<file path="src/rtl/dmem_access_ctrl.sv">
// Data-memory access sequencer: arbitrates core and loader ports onto one synchronous-read
// word memory, with sub-word loads and read-modify-write sub-word stores.
module dmem_access_ctrl #(
  parameter int unsigned DEPTH = 256,
  localparam int unsigned MEM_AW = $clog2(DEPTH)
) (
  input  logic              clk,
  input  logic              rst_n,
  input  logic              c_req,
  input  logic              c_we,
  input  logic [2:0]        c_funct3,
  input  logic [31:0]       c_addr,
  input  logic [31:0]       c_wdata,
  output logic              c_ack,
  output logic              c_err,
  input  logic              l_req,
  input  logic              l_we,
  input  logic [2:0]        l_funct3,
  input  logic [31:0]       l_addr,
  input  logic [31:0]       l_wdata,
  output logic              l_ack,
  output logic              l_err,
  output logic [31:0]       rsp_rdata,
  output logic              mem_re,
  output logic              mem_we,
  output logic [MEM_AW-1:0] mem_addr,
  output logic [31:0]       mem_wdata,
  input  logic [31:0]       mem_rdata
);

  typedef enum logic [2:0] {StIdle, StRd, StRdw, StWr, StErr} state_e;

  state_e             state_q, state_d;
  logic               owner_q, owner_d;  // 0 = core, 1 = loader
  logic               last_q, last_d;    // port granted most recently
  logic               we_q, we_d;
  logic [2:0]         f3_q, f3_d;
  logic [MEM_AW+1:0]  addr_q, addr_d;
  logic [31:0]        word_q, word_d;    // store data, later the merged RMW word
  logic [31:0]        rdata_q, rdata_d;

  logic        grant_l, sel_we, illegal, ack, err;
  logic [2:0]  sel_f3;
  logic [31:0] sel_addr, sel_wdata;
  logic [31:0] shifted, load_ext, lane_mask, merged;
  logic [4:0]  lane_sh;

  // Reset leaves last_q = loader so a simultaneous first request goes to the core.
  always_comb begin
    grant_l   = l_req & (~c_req | ~last_q);
    sel_we    = grant_l ? l_we : c_we;
    sel_f3    = grant_l ? l_funct3 : c_funct3;
    sel_addr  = grant_l ? l_addr : c_addr;
    sel_wdata = grant_l ? l_wdata : c_wdata;
    illegal   = !(sel_f3 inside {3'b000, 3'b001, 3'b010, 3'b100, 3'b101})
              | (sel_we & sel_f3[2])
              | ((sel_f3[1:0] == 2'b01) & sel_addr[0])
              | ((sel_f3[1:0] == 2'b10) & (sel_addr[1:0] != 2'b00))
              | (sel_addr[31:2] >= 30'(DEPTH));
  end

  always_comb begin
    lane_sh = {addr_q[1:0], 3'b000};
    shifted = mem_rdata >> lane_sh;
    case (f3_q)
      3'b000:  load_ext = {{24{shifted[7]}}, shifted[7:0]};
      3'b001:  load_ext = {{16{shifted[15]}}, shifted[15:0]};
      3'b100:  load_ext = {24'h0, shifted[7:0]};
      3'b101:  load_ext = {16'h0, shifted[15:0]};
      default: load_ext = mem_rdata;
    endcase
    lane_mask = f3_q[0] ? 32'h0000_ffff : 32'h0000_00ff;
    merged    = (mem_rdata & ~(lane_mask << lane_sh)) | ((word_q & lane_mask) << lane_sh);
  end

  always_comb begin
    state_d   = state_q;
    owner_d   = owner_q;
    last_d    = last_q;
    we_d      = we_q;
    f3_d      = f3_q;
    addr_d    = addr_q;
    word_d    = word_q;
    rdata_d   = rdata_q;
    ack       = 1'b0;
    err       = 1'b0;
    mem_re    = 1'b0;
    mem_we    = 1'b0;
    mem_addr  = '0;
    mem_wdata = '0;
    rsp_rdata = rdata_q;
    case (state_q)
      StIdle: begin
        if (c_req | l_req) begin
          owner_d = grant_l;
          last_d  = grant_l;
          we_d    = sel_we;
          f3_d    = sel_f3;
          addr_d  = sel_addr[MEM_AW+1:0];
          word_d  = sel_wdata;
          if (illegal)                          state_d = StErr;
          else if (sel_we && sel_f3 == 3'b010) state_d = StWr;
          else                                  state_d = StRd;
        end
      end
      StRd: begin
        mem_re   = 1'b1;
        mem_addr = addr_q[MEM_AW+1:2];
        state_d  = StRdw;
      end
      StRdw: begin
        if (!we_q) begin
          ack       = 1'b1;
          rdata_d   = load_ext;
          rsp_rdata = load_ext;
          state_d   = StIdle;
        end else begin
          word_d  = merged;
          state_d = StWr;
        end
      end
      StWr: begin
        mem_we    = 1'b1;
        mem_addr  = addr_q[MEM_AW+1:2];
        mem_wdata = word_q;
        ack       = 1'b1;
        state_d   = StIdle;
      end
      StErr: begin
        ack     = 1'b1;
        err     = 1'b1;
        state_d = StIdle;
      end
      default: state_d = StIdle;
    endcase
    c_ack = ack & ~owner_q;
    c_err = err & ~owner_q;
    l_ack = ack & owner_q;
    l_err = err & owner_q;
  end

  always_ff @(posedge clk or negedge rst_n) begin
    if (!rst_n) begin
      state_q <= StIdle;
      owner_q <= 1'b0;
      last_q  <= 1'b1;
      we_q    <= 1'b0;
      f3_q    <= 3'b000;
      addr_q  <= '0;
      word_q  <= '0;
      rdata_q <= '0;
    end else begin
      state_q <= state_d;
      owner_q <= owner_d;
      last_q  <= last_d;
      we_q    <= we_d;
      f3_q    <= f3_d;
      addr_q  <= addr_d;
      word_q  <= word_d;
      rdata_q <= rdata_d;
    end
  end

endmodule

</file>
<file path="config.mk">
export PLATFORM = sky130hd
export DESIGN_NAME = dmem_access_ctrl
export DESIGN_NICKNAME = d
export VERILOG_FILES = /design/src/rtl/dmem_access_ctrl.sv
export SDC_FILE = /design/constraint.sdc
export NUM_CORES = 1
export LEC_CHECK = 0
export CORE_MARGIN = 4
export CORE_UTILIZATION = 47
export DETAILED_ROUTE_END_ITERATION = 7
export HOLD_SLACK_MARGIN = 0.1
export MAX_ROUTING_LAYER = met4
export PLACE_DENSITY = 0.86
export SETUP_SLACK_MARGIN = 0.1
export SLEW_MARGIN = 40
export SYNTH_ARGS = -nofsm -noshare
export SYNTH_HDL_FRONTEND = slang
export SYNTH_SLANG_ARGS = --single-unit
</file>
<file path="constraint.sdc">
create_clock -name clk -period 5.7 [get_ports clk]
set_clock_uncertainty 0.1 [all_clocks]
set_input_delay 1.14 -clock clk [delete_from_list [all_inputs] [get_ports clk]]
set_output_delay 1.14 -clock clk [all_outputs]
set_load 0.05 [all_outputs]
</file>
==> metrics.md, run 1 <==
| Metric | Value |
|---|---|
| Status | finished clean |
| F_max | 201 MHz |
| CTS-repair resized insts | 0 |
| Cts hold-fix bufs | 0 |
| Post-synth top area share | 0.344 |
| Post-Place Cell Area | 8370 µm² |
| Ratio of cells with drive above 1 in the final layout | 0.107 |
| R2R Setup Slk | 3050 ps |
| Mapped Cells | 708 |
| Leading area contributor after synthesis | dfrtp_1 |
| Final setup margin | 715 ps |
| CTS tree | built |
| Antenna Nets Post-Route | 0 |
| Mapped Area | 5970 µm² |
| Die height | 121 µm |
| Initial antenna violation count | 0 |
| Placement row count | 40 |
| Pins Over Slew Limit | 0 |
| Clock Path Buffers | 2 |
| Register area share after synthesis | 0.348 |
| Initial Util | 0.489 |
| Synth top area cells | dfrtp_1 34%, nand2_1 7.7%, and3_1 6.0% |
| Overflow after GRT | 0 |
| Max cap viols | 0 |
| Post-CTS setup buffers | 0 |
| H-Tree Depth | 3 |
| Crit path from | mem_rdata[15] |
| Worst-margin pin slew | 814 ps |
| Area grow syn2layout | 46.1% |
| Worst hold start | word_q[19] |
| Die X | 121 µm |
| Cell Pwr Density | 246 nW/µm² |
| Post-synth ARST share | 1.00 |
| CTS buffer count | 9 |
| First-pass GRT wire length | 33.9 mm |
| Worst path max stage delay | 850 ps |
| Mean Syn Cell Area | 8.43 µm² |
| Tot Pwr | 0.00214 W |
| Final hold vios | 0 |
| VDD IR max | 0.172 mV |
| Number of DRC markers in iteration 0 | 575 |
| Largest net degree at the start of global routing | 61 |
| Synth Register Bits | 83 |
| Core box area | 12200 µm² |
| Drt drc | 0 |
| Top FF cell, synth | dfrtp_1 |
| Synthesized net count | 880 |
| # diodes | 0 |
| LEAKAGE | 3.75 nW |
| CP delay by family, top | buffers and inverters |
| Vias in the first global route | 6322 |
| Crit end category | output pin |
| Wire per inst | 20.4 µm |
| Detailed Route WL | 22.2 mm |
| Finished Cell Area | 8720 µm² |
| Clk pin slew, worst setup/hold paths | 60 ps |
| HPWL Detailed | 16.6 mm |
| Worst skew pair latency | 350 ps |
| Slew HR | 0.458 |
| CP required | 4460 ps |
| Gr usage total | 0.306 |
| Top Ports | 250 |
| CP max stage cell | clkdlybuf4s50_1 |
| Vias per cell | 5.89 |
| Final net count | 1087 |
| HP Class | reg -> reg |
| Setup TNS | 0 ps |
| EDFF count, synth | 0 |
| Final number of setup-violating endpoints | 0 |
| Die area | 14600 µm² |
| Netlist cell types | 58 |
| Buffers on Ports | 249 |
| Via count | 6405 |
| Crit Path Category | in -> out |
| FF-to-FF Start | addr_q[1] |
| Worst EP arrival | 3750 ps |
| Initial DRT Pass Iterations | 5 |
| RSZ-0062 raised after global routing | no |
| Critical path, cell by cell | clkdlybuf4s50_1, mux2i_1, mux2i_1, a22oi_4, o22ai_1, clkdlybuf4s50_1 |
| Root Driver | clkbuf_16 |
| WP buf/inv | 2 |
| Minimum clock period | 4990 ps |
| Period utilization | 0.875 |
| Placer Congestion | 0.922 |
| Yosys warns | 0 |
| Startpoint types | primary input |
| Crit Path Max Fanout | 16 |
| CTS sink count | 83 |
| Pre-CTS setup slack | 809 ps |
-- worst paths after layout --
path,to,cells past startpoint
setup / recovery,rsp_rdata[16],6
hold / removal,word_q[19],2
setup reg to reg,word_q[19],6
hold reg to reg,word_q[19],2
max in group asynchronous,addr_q[1],2
min in group asynchronous,word_q[15],1
-- through the flow --
step	hold WS [ps]	cells	util
finish	369	1088	0.714
global route	398	1088	0.714
CTS	372	1088	0.714
detailed placement	358	1072	0.685
global placement	352	1072	0.685
floorplan	340	708	-
-- cells in the mapped netlist (all sizes together) (2+ instances only) --
cell type  count
nand3b         8
nor2b         22
a31oi         17
nor2          56
o31ai         24
mux2          16
o211a          8
nor3b          2
a21o           2
a211oi         8
a21oi         43
a2bb2oi       14
buf           40
and4           2
a22oi         21
dfrtp         82
nand3          8
o22ai         30
and3          57
nand2b        10
mux2i         20
a2111oi        8
nor3           2
and2          11
o21ai         18
nand4          2
nand2        124
clkbuf        27
nor4          11
o41ai          2
-- state kept, by name (all words and copies together) (netlist names) --
signal	flops
addr_q	10
f3_q	3
last_q	1
owner_q	1
rdata_q	32
state_q	3
we_q	1
word_q	32
-- cell families (layout without fill, tap and decap cells) --
| group | count (synthesis) | in the layout | share of synthesized area |
|---|---|---|---|
| AOI/OAI and AO/OA | 203 | 203 | 0.258 |
| buffers and inverters | 68 | 280 | 0.0637 |
| DFF | 83 | 83 | 0.348 |
| muxes | 36 | 36 | 0.0637 |
| and+or+nand+nor | 318 | 318 | 0.266 |
-- layout by cell type (no fill, tap or decap), types with 3 or more instances in the layout --
| cell | count |
|---|---|
| a2111oi_2 | 6 |
| a211oi_1 | 8 |
| a21oi_1 | 42 |
| a22oi_1 | 19 |
| a2bb2oi_1 | 14 |
| a31oi_1 | 16 |
| and2_1 | 10 |
| and3_1 | 57 |
| buf_4 | 31 |
| bufinv_16 | 3 |
| clkbuf_16 | 9 |
| clkdlybuf4s50_1 | 232 |
| dfrtp_1 | 81 |
| inv_6 | 3 |
| mux2_2 | 16 |
| mux2i_1 | 20 |
| nand2_1 | 123 |
| nand2b_1 | 9 |
| nand3_1 | 8 |
| nand3b_1 | 8 |
| nor2_1 | 55 |
| nor2b_1 | 21 |
| nor4_1 | 11 |
| o211a_1 | 8 |
| o21ai_0 | 16 |
| o22ai_1 | 20 |
| o22ai_2 | 10 |
| o31ai_1 | 22 |
-- worst register-to-register path, delay by kind of cell, from the launching register on --
family          cells  cell delay, ps
mux                 1             360
flops               1             630
compound gates      2             520
simple gates        1             250
buf+inv             2             650
-- per-layer routing --
layer | vias to the layer above | track usage | wire (µm)
met4 | 0 | 0.113 | 662
met2 | 394 | 0.511 | 11000
met1 | 2966 | 0.361 | 8410
li1 | 2992 | - | -
met3 | 53 | 0.0702 | 2130
met5 | - | - | 0
-- layout make-up --
type,count,area [µm²]
fillers,997,3490
flip-flops and latches,83,2080
inverters,1,3.75
multi-input cells,557,3520
clock inverters,7,121
repair buffers,263,2550
well taps,168,210
clock buffers,9,225
-- power by group --
part           switching [W]  total [W]  internal, W
Sequential         0.0000961   0.000762     0.000666
Combinational       0.000369   0.000686     0.000317
Clock               0.000264   0.000696     0.000432
Note: power is estimated with default switching activity, not from simulation.
==> inputs of run 2 (changes only) <==
--- a/config.mk
+++ b/config.mk
@@ -5,6 +5,7 @@
 export SDC_FILE = /design/constraint.sdc
 export NUM_CORES = 1
 export LEC_CHECK = 0
+export CORE_ASPECT_RATIO = 0.8
 export CORE_MARGIN = 4
 export CORE_UTILIZATION = 47
 export DETAILED_ROUTE_END_ITERATION = 7
==> run 2 against run 1 <==
Against the previous run:
- design area about the same
- clock-buffer cell count unchanged
- largest power group unchanged
- core utilization decreased by 0.48 points
- first-iteration DRC count up 18%
- sequential power decreased by 0.8%
- routed wire length decreased by 4.7%
- power is 1.6% lower
- via count down 0.91%
- worst setup slack got worse by 60 ps
- global-route usage is 0.98 points lower
- non-clock buffer count rose by 1
- combinational power increased by 3.5%
==> metrics.md, run 2 (synthesis results as in run 1) <==
| Metric | Value |
|---|---|
| Filler instances | 967 (was 997) |
| H-Tree Depth | 3 (unchanged) |
| CTS sink count | 83 (unchanged) |
| Finished Cell Area | 8720 µm² (about the same) |
| Finished Core Util | 0.709 (was 0.714) |
| Post-CTS setup buffers | 0 (unchanged) |
| Worst path max stage delay | 860 ps (was 850 ps) |
| HP Class | reg -> reg (unchanged) |
| Pre-CTS setup slack | 820 ps (was 809 ps) |
| Critical path, cell by cell | clkdlybuf4s50_1, mux2i_1, mux2i_1, a22oi_4, o22ai_1, clkdlybuf4s50_1 (unchanged) |
| Pins Over Slew Limit | 0 (unchanged) |
| Core box area | 12300 µm² (was 12200 µm²) |
| Detailed Route WL | 21.2 mm (was 22.2 mm) |
| Post-Place Cell Area | 8400 µm² (was 8370 µm²) |
| Top Registers | rdata_q: 32 flops, word_q: 32 flops, addr_q: 10 flops (unchanged) |
| Placer Congestion | 0.967 (was 0.922) |
| Buffers on Ports | 249 (unchanged) |
| Final setup margin | 655 ps (was 715 ps) |
| Initial DRT Pass Iterations | 5 (unchanged) |
| Placement row count | 36 (was 40) |
| Vias per cell | 5.81 (was 5.89) |
| Overflow after GRT | 0 (unchanged) |
| Final hold vios | 0 (unchanged) |
| Worst-margin pin slew | 842 ps (was 814 ps) |
| Commonest non-fill, non-tap cell in the layout | clkdlybuf4s50_1 (unchanged) |
| Worst EP arrival | 3800 ps (was 3750 ps) |
| Clk pin slew, worst setup/hold paths | 60 ps (about the same) |
| RSZ-0062 raised after global routing | no (unchanged) |
| Root Driver | clkbuf_16 (unchanged) |
| Worst-case reg-to-reg path depth | 6 (unchanged) |
| Area grow syn2layout | 46.1% (about the same) |
| Top Ports | 250 (unchanged) |
| Cts hold-fix bufs | 0 (unchanged) |
| Drt drc | 0 (unchanged) |
| CTS-repair resized insts | 0 (unchanged) |
| Crit Path Max Fanout | 16 (unchanged) |
| Via count | 6347 (was 6405) |
| Largest net degree at the start of global routing | 60 (was 61) |
| CP max stage cell | clkdlybuf4s50_1 (unchanged) |
| F_max | 198 MHz (was 201 MHz) |
| Number of DRC markers in iteration 0 | 681 (was 575) |
| Antenna Nets Post-Route | 0 (unchanged) |
| Startpoint types | primary input (unchanged) |
| Period utilization | 0.885 (was 0.875) |
| Crit path capture | rsp_rdata[17] (was rsp_rdata[16]) |
| R2R Path End | word_q[23] (was word_q[19]) |
| FF-to-FF Start | addr_q[1] (unchanged) |
| Minimum clock period | 5040 ps (was 4990 ps) |
| Gr usage total | 0.296 (was 0.306) |
| Initial Util | 0.485 (was 0.489) |
| Cell Pwr Density | 242 nW/µm² (was 246 nW/µm²) |
| Clock Path Buffers | 2 (unchanged) |
| Slew HR | 0.437 (was 0.458) |
| HPWL Detailed | 16.1 mm (was 16.6 mm) |
| Crit end category | output pin (unchanged) |
| R2R Setup Slk | 2800 ps (was 3050 ps) |
| Die X | 134 µm (was 121 µm) |
| CTS tree | built (unchanged) |
| Wire per inst | 19.4 µm (was 20.4 µm) |
| CP required | 4460 ps (about the same) |
| Crit path from | mem_rdata[15] (unchanged) |
| Vias in the first global route | 6150 (was 6322) |
| Ratio of cells with drive above 1 in the final layout | 0.106 (was 0.107) |
| VDD IR max | 0.163 mV (was 0.172 mV) |
| First-pass GRT wire length | 32.9 mm (was 33.9 mm) |
| Commonest cells after routing, fill and taps aside | 232 x clkdlybuf4s50_1, 123 x nand2_1, 81 x dfrtp_1, 57 x and3_1, 55 x nor2_1 (unchanged) |
| # diodes | 0 (unchanged) |
| Final number of setup-violating endpoints | 0 (unchanged) |
| Final net count | 1088 (was 1087) |
| LEAKAGE | 3.74 nW (was 3.75 nW) |
| CTS buffer count | 9 (unchanged) |
| Die area | 14600 µm² (about the same) |
| Worst skew pair latency | 350 ps (about the same) |
| Crit Path Category | in -> out (unchanged) |
| Initial antenna violation count | 0 (unchanged) |
| Setup TNS | 0 ps (unchanged) |
| Status | finished clean (unchanged) |
| Die height | 109 µm (was 121 µm) |
| Max cap viols | 0 (unchanged) |
-- run 2: stage by stage --
| stage | hold slack (ps) | std cells | power (W) |
|---|---|---|---|
| after CTS | 371 | 1092 | 0.00210 |
| after floorplan | 340 | 708 | 0.00120 |
| after global routing | 386 | 1092 | 0.00221 |
| after detailed placement | 358 | 1076 | 0.00146 |
| final | 367 | 1092 | 0.00211 |
| after global placement | 352 | 1074 | 0.00144 |
-- run 2: worst min path at each step --
stage | from | to | slack (ps) | cells past startpoint
2_1_floorplan | word_q[16] | word_q[16] | 340 | 2
3_3_place_gp | word_q[19] | word_q[19] | 350 | 2
3_5_place_dp | word_q[19] | word_q[19] | 360 | 2
4_1_cts | word_q[29] | word_q[29] | 370 | 2
5_1_grt | word_q[30] | word_q[30] | 390 | 2
6_report | word_q[19] | word_q[19] | 370 | 2
-- run 2: final cells by class --
class                           instances  area, µm²  area share
Inverter                                1       3.75    0.000430
Multi-Input combinational cell        557       3520       0.404
Sequential cell                        83       2080       0.238
Tap cell                              171        214      0.0245
Timing Repair Buffer                  264       2580       0.296
Clock inverter                          7       98.8      0.0113
Clock buffer                            9        225      0.0258
-- run 2: report_power, final --
group | switching [W] | internal (W)
Sequential | 0.0000893 | 0.000667
Clock | 0.000258 | 0.000387
Combinational | 0.000390 | 0.000320
-- run 2: critical path: cells and delay by family --
family          cells  cell delay, ps
compound gates      2             600
buf+inv             2            1500
mux                 2             540
-- run 2: routing by layer --
metal | wire length (µm) | GRT usage | vias to the layer above | part of all wire
met5 | 0 | - | - | 0
met4 | 327 | 0.0675 | 0 | 0.015
met3 | 2020 | 0.0784 | 35 | 0.095
met2 | 10100 | 0.480 | 332 | 0.48
met1 | 8710 | 0.375 | 2979 | 0.41
li1 | - | - | 3001 | -
